`src/rtl/seg7_monitor_if.sv`:
```
// Segment-bus monitor interface: the bench/driver side owns hex_in,
// and the monitor side returns the decoded digit, the error and step pulses, and the change counter.
interface seg7_monitor_if;
  logic [6:0] hex_in;
  logic [3:0] digit;
  logic       digit_valid;
  logic       seg_err;
  logic       step_valid;
  logic [2:0] step;
  logic [7:0] change_cnt;

  modport master (
    output hex_in,
    input  digit, digit_valid, seg_err, step_valid, step, change_cnt
  );

  modport slave (
    input  hex_in,
    output digit, digit_valid, seg_err, step_valid, step, change_cnt
  );
endinterface

```
`src/rtl/seg7_monitor.sv`:
```
// Seven-segment bus checker: filters the active-low bus for stability and decodes it to a hex digit.
// It also flags illegal glyphs and classifies the step between successive valid digits.
module seg7_monitor #(
   parameter int STABLE_CYCLES = 4
) (
   input logic         clk,
   input logic         resetn,
   seg7_monitor_if.slave bus
);

   typedef enum logic {EMPTY, LOCKED} state_t;
   typedef enum logic [2:0] {HOLD = 3'd0, INC1 = 3'd1, INC2 = 3'd2, DEC1 = 3'd3, JUMP = 3'd4} step_t;

   localparam logic [3:0] RUN_MAX = 4'(STABLE_CYCLES - 1);

   state_t     state;
   logic [6:0] samp;
   logic [3:0] run;
   logic [6:0] ref_pat;
   logic [3:0] prev;
   logic       prev_ok;

   logic [3:0] digit_q;
   logic       digit_valid_q;
   logic       seg_err_q;
   logic       step_valid_q;
   step_t      step_q;
   logic [7:0] change_cnt_q;

   logic       legal;
   logic [3:0] val;
   logic [4:0] diff;
   step_t      step_nxt;
   logic       accept;

   // NOTE: every always_comb output gets a default first so no path leaves it unassigned (no latch).
   always_comb begin
      legal = 1'b1;
      val   = 4'h0;
      unique case (samp)
         7'b1000000: val = 4'h0;
         7'b1111001: val = 4'h1;
         7'b0100100: val = 4'h2;
         7'b0110000: val = 4'h3;
         7'b0011001: val = 4'h4;
         7'b0010010: val = 4'h5;
         7'b0000010: val = 4'h6;
         7'b1111000: val = 4'h7;
         7'b0000000: val = 4'h8;
         7'b0010000: val = 4'h9;
         7'b0001000: val = 4'hA;
         7'b0000011: val = 4'hB;
         7'b1000110: val = 4'hC;
         7'b0100001: val = 4'hD;
         7'b0000110: val = 4'hE;
         7'b0001110: val = 4'hF;
         default:    legal = 1'b0;
      endcase
   end

   // Decimal distance modulo 10, so the 9->0 and 0->9 wraps read as single steps.
   always_comb begin
      diff = {1'b0, val} - {1'b0, prev};
      if (diff[4]) diff = diff + 5'd10;
      step_nxt = JUMP;
      if (prev <= 4'd9 && val <= 4'd9) begin
         case (diff)
            5'd0:    step_nxt = HOLD;
            5'd1:    step_nxt = INC1;
            5'd2:    step_nxt = INC2;
            5'd9:    step_nxt = DEC1;
            default: step_nxt = JUMP;
         endcase
      end
   end

   assign accept = (run == RUN_MAX) && (state == EMPTY || samp != ref_pat);

   // NOTE: sequential state uses non-blocking assignments only, so every register sees pre-edge values.
   always_ff @(posedge clk) begin
      if (!resetn) begin
         state         <= EMPTY;
         samp          <= 7'h7F;
         run           <= 4'd0;
         ref_pat       <= 7'd0;
         prev          <= 4'd0;
         prev_ok       <= 1'b0;
         digit_q       <= 4'd0;
         digit_valid_q <= 1'b0;
         seg_err_q     <= 1'b0;
         step_valid_q  <= 1'b0;
         step_q        <= HOLD;
         change_cnt_q  <= 8'd0;
      end else begin
         samp <= bus.hex_in;
         if (bus.hex_in != samp) run <= 4'd0;
         else if (run != RUN_MAX) run <= run + 4'd1;

         digit_valid_q <= 1'b0;
         seg_err_q     <= 1'b0;
         step_valid_q  <= 1'b0;

         if (accept) begin
            state   <= LOCKED;
            ref_pat <= samp;
            if (legal) begin
               digit_q       <= val;
               digit_valid_q <= 1'b1;
               if (change_cnt_q != 8'hFF) change_cnt_q <= change_cnt_q + 8'd1;
               if (prev_ok) begin
                  step_valid_q <= 1'b1;
                  step_q       <= step_nxt;
               end
               prev    <= val;
               prev_ok <= 1'b1;
            end else begin
               seg_err_q <= 1'b1;
               prev_ok   <= 1'b0;
            end
         end
      end
   end

   assign bus.digit       = digit_q;
   assign bus.digit_valid = digit_valid_q;
   assign bus.seg_err     = seg_err_q;
   assign bus.step_valid  = step_valid_q;
   assign bus.step        = step_q;
   assign bus.change_cnt  = change_cnt_q;

endmodule

```
`src/flat_wrapper.sv`:
```
// flat-port wrapper written by rule: the top's interface ports become plain ports
module seg7_monitor_flat 
#(
   parameter int STABLE_CYCLES = 4
)
  (clk, resetn, bus_hex_in, bus_digit, bus_digit_valid, bus_seg_err, bus_step_valid, bus_step, bus_change_cnt);
  seg7_monitor_if bus_i ();
  input logic clk;
  input logic resetn;
  input wire logic [$bits(bus_i.hex_in)-1:0] bus_hex_in;
  output wire logic [$bits(bus_i.digit)-1:0] bus_digit;
  output wire logic [$bits(bus_i.digit_valid)-1:0] bus_digit_valid;
  output wire logic [$bits(bus_i.seg_err)-1:0] bus_seg_err;
  output wire logic [$bits(bus_i.step_valid)-1:0] bus_step_valid;
  output wire logic [$bits(bus_i.step)-1:0] bus_step;
  output wire logic [$bits(bus_i.change_cnt)-1:0] bus_change_cnt;
  assign bus_i.hex_in = bus_hex_in;
  assign bus_digit = bus_i.digit;
  assign bus_digit_valid = bus_i.digit_valid;
  assign bus_seg_err = bus_i.seg_err;
  assign bus_step_valid = bus_i.step_valid;
  assign bus_step = bus_i.step;
  assign bus_change_cnt = bus_i.change_cnt;
  seg7_monitor #(.STABLE_CYCLES(STABLE_CYCLES)) u_core (.clk(clk), .resetn(resetn), .bus(bus_i));
endmodule
```
`config.mk`:
```
export PLATFORM = sky130hd
export DESIGN_NAME = seg7_monitor_flat
export DESIGN_NICKNAME = d
export VERILOG_FILES = /design/src/rtl/seg7_monitor_if.sv /design/src/rtl/seg7_monitor.sv /design/src/flat_wrapper.sv
export SDC_FILE = /design/constraint.sdc
export NUM_CORES = 1
export LEC_CHECK = 0
export BUFFER_PORTS_ARGS = -buffer_cell sky130_fd_sc_hd__buf_2
export CAP_MARGIN = 20
export CORE_ASPECT_RATIO = 1.2
export CORE_MARGIN = 2
export CORE_UTILIZATION = 60
export CTS_CLUSTER_DIAMETER = 100
export CTS_CLUSTER_SIZE = 30
export DETAILED_ROUTE_END_ITERATION = 12
export PLACE_DENSITY_LB_ADDON = 0.3
export SLEW_MARGIN = 10
export SYNTH_ARGS = -nofsm -noshare
export SYNTH_HDL_FRONTEND = slang
export SYNTH_SLANG_ARGS = --single-unit
```
`constraint.sdc`:
```
create_clock -name clk -period 5.74 [get_ports clk]
set_input_delay 0.574 -clock clk [delete_from_list [all_inputs] [get_ports clk]]
set_output_delay 0.574 -clock clk [all_outputs]
set_load 0.02 [all_outputs]
```
==> impl_metrics.json <==
{
  "run_status": "finished clean",
  "cts_tree": "done",
  "setup_viol": 0,
  "postRouteAntennaNets": 0,
  "critPathKind": "register to register",
  "path_clk_slew_ns": 0.08,
  "final-seq-area_um2": 761,
  "min-delay-start": "u_core.bus.step[0]",
  "min_path_cells": 2,
  "yosysSeqAreaShare_pct": 35.0,
  "multi_input_area_um2": 1320,
  "clock.fmax_mhz": 276,
  "p_per_area_nw_per_um2": 207,
  "postSynthCellCount": 251,
  "synth_area_um2": 2170,
  "synth_top_area_share_pct": 35.0,
  "crit_required_ns": 5.97,
  "wl_per_cell_um": 14.8,
  "worst_r2r_path_depth": 10,
  "port-buffer-count": 26,
  "drv_slew": 0,
  "use_met3_pct": 4.44,
  "io_pins": 27,
  "area_delta_synth_final_pct": 10.8,
  "maxCapViolCount": 0,
  "reg2reg_slack_ns": 2.12,
  "grt_busiest_layer": "met2",
  "drt-total-wl_um": 4580,
  "syn_nets": 267,
  "fin_tns_setup_ns": 0,
  "hold_class": "register to register",
  "fin_crit_sh_pct": 63.1,
  "synth_flop_cell": "dfxtp_1",
  "routed_via_density": 6.20,
  "synth_top_family_by_area": "simple AND/OR/NAND/NOR gates",
  "drive_gt1_share_pct": 14.7,
  "synthMuxAreaShare_pct": 4.15,
  "relSlewSlack_pct": 53.3,
  "die_area_um2": 4120,
  "num_antenna_cells": 0,
  "reg2reg_from": "u_core.samp[1]",
  "cts.htree.levels": 2,
  "synth-seq-cells": 38,
  "async_reset_ff_share_pct": 0,
  "r2r-end": "u_core.bus.step[2]",
  "ys_types": 51,
  "skew_ns": 0.00773,
  "start_util_pct": 64.0,
  "worstMarginPinSlew_ns": 0.700,
  "postCtsSetupBuffers": 0,
  "peakVddDrop_uv": 135,
  "p_leak_nw": 0.961,
  "cts.sinks": 38,
  "track_usage_pct": 24.1,
  "yosys_warnings": 0,
  "cp_max_fo": 16,
  "fin_util_pct": 70.9,
  "critPathCaptureType": "register",
  "dr.pass1.iters": 4,
  "start_kind": "register",
  "place.gp.congestion": 0.849,
  "grt_overflow": 0,
  "fp-row-count": 23,
  "cts_buffers": 5,
  "die_h_um": 69.9,
  "syn_area_per_cell_um2": 8.66,
  "detailed_place_hpwl_um": 3250,
  "post_cts_resized": 0,
  "clk_latency_ns": 0.30,
  "grt_pass1_vias": 1797,
  "met1_usage_pct": 30.4,
  "arrival_ns": 3.85,
  "synthAdderAreaFrac_pct": 4.38,
  "die_w_um": 58.9,
  "num-fill-cells": 286,
  "yosysTopAreaCell": "dfxtp_1",
  "vias": 1922,
  "met2_usage_pct": 40.1,
  "synth-edff-count": 0,
  "clock_path_buffers": 2,
  "core_um2": 3400,
  "finalPower_uw": 498,
  "min_period_ns": 3.62,
  "drc": 0,
  "cts_root_buf": "clkbuf_8",
  "nets": 288,
  "rsz0062_at_grt": "false",
  "cts_hold_buf": 0,
  "synth_compound_area_share_pct": 19.3,
  "antenna_found_initial": 0,
  "synthSimpleGateAreaFrac_pct": 25.6,
  "grt_max_degree": 26,
  "hold_viol_final": 0,
  "synthTopCellsByArea": "dfxtp_1 (35%), nor2_1 (4.5%), xor2_1 (4.4%), mux2i_1 (4.1%), ha_1 (3.5%)",
  "grt_first_pass_wirelength_um": 7890,
  "synth-xor-area-share_pct": 7.25,
  "first_iter_violations": 46,
  "worstHoldEndpoint": "u_core.bus.step[0]"
}
==> worst max-delay path by stage <==
stage,startpoint,to,slack (ns),cells past startpoint
2_1_floorplan,u_core.samp[4],u_core.bus.step[2],2.58,10
3_5_place_dp,u_core.samp[1],u_core.bus.step[2],2.16,10
3_3_place_gp,u_core.samp[1],u_core.bus.step[2],2.22,10
6_report,u_core.samp[1],u_core.bus.step[2],2.12,10
4_1_cts,u_core.samp[1],u_core.bus.step[2],2.14,10
5_1_grt,u_core.samp[0],u_core.bus.step[2],1.96,10
==> flip-flops by register name, summed over array words and instances, names as in the netlist <==
name / flops
u_core.run: 4
u_core.bus.digit_valid: 1
u_core.prev_ok: 1
u_core.bus.step: 3
u_core.prev: 4
u_core.bus.step_valid: 1
u_core.bus.change_cnt: 8
u_core.samp: 7
u_core.bus.seg_err: 1
u_core.ref_pat: 7
u_core.state: 1
==> cells in the mapped netlist (2+ instances only) <==
cell and number:
o21a_1 2, nor3_1 8, a21oi_1 12, o21bai_1 2, dfxtp_1 38, nand3b_1 3, nor4_1 4, a211oi_1 4
mux2i_1 9, nor4b_1 2, nand3_1 6, nand2b_1 9, and4b_1 2, nor2_1 26, o21ai_0 4, nor3b_1 4
xnor2_1 7, buf_2 3, and3_1 2, or4_1 5, ha_1 6, a2bb2oi_1 2, nand2_1 13, nand4_1 4
o31ai_1 6, a21boi_0 2, o211ai_1 2, nor4bb_1 5, xor2_1 11, or2_1 2, o21ai_1 4, inv_1 10
a31oi_1 3, clkbuf_1 10, o311a_1 3
==> cell usage in the layout, fill, tap and decap left out, types with 4 or more instances in the layout <==
cell type,count
xor2_1,11
nor4bb_1,5
o21ai_0,4
clkbuf_8,6
nor4_1,4
dfxtp_1,38
buf_2,26
nand3_1,6
mux2i_1,9
a211oi_1,4
a21oi_1,12
nand2_1,13
o31ai_1,6
o21ai_1,4
or4_1,5
ha_1,6
xnor2_1,7
nor3_1,8
nand4_1,4
nand2b_1,9
nor2_1,26
inv_1,10
==> layout make-up <==
cell class | count | share of cell area (%)
Timing Repair Buffer | 28 | 6.03
Tap cell | 37 | 1.92
Inverter | 10 | 1.56
Clock buffer | 6 | 3.43
Sequential cell | 38 | 31.6
Multi-Input combinational cell | 189 | 55.0
Clock inverter | 2 | 0.519
==> cells by family after synthesis <==
group	after synthesis
adder cells (fa/ha/maj)	7
flip-flops	38
AND/OR/NAND/NOR	99
multiplexers	9
XOR/XNOR	18
AO/OA/AOI/OAI	56
buffers and inverters	24
==> critical path: stages (launching register included) <==
cell	delay, ns
dfxtp_1	0.64
or4b_1	0.51
o22a_1	0.24
o311ai_4	0.31
ha_1	0.34
a21oi_1	0.13
o21ai_1	0.15
nor4bb_1	0.18
or4_1	0.52
a311o_1	0.37
a31oi_1	0.15
==> layer usage <==
layer	vias to the layer above	routed length (um)
li1	962	-
met1	910	2080
met2	38	2250
met3	12	144
met4	0	104
met5	-	0
==> stage by stage <==
| stage | cells | setup slack, ns | hold slack, ns | cell area, um^2 |
|---|---|---|---|---|
| 2_1_floorplan | 251 | 2.58 | 0.440 | 2170 |
| 3_3_place_gp | 302 | 2.22 | 0.443 | 2310 |
| 3_5_place_dp | 302 | 2.16 | 0.453 | 2310 |
| 4_1_cts | 310 | 2.14 | 0.465 | 2410 |
| 5_1_grt | 310 | 1.96 | 0.484 | 2410 |
| 6_report | 310 | 2.12 | 0.463 | 2410 |
==> power breakdown <==
| group | switching (mW) | leakage [nW] | internal (mW) |
|---|---|---|---|
| logic | 0.0145 | 0.606 | 0.0135 |
| clock network | 0.0962 | 0.0472 | 0.0965 |
| registers | 0.0113 | 0.308 | 0.266 |
| total | 0.122 | 0.961 | 0.376 |
Power figures use the tool's default switching activity.
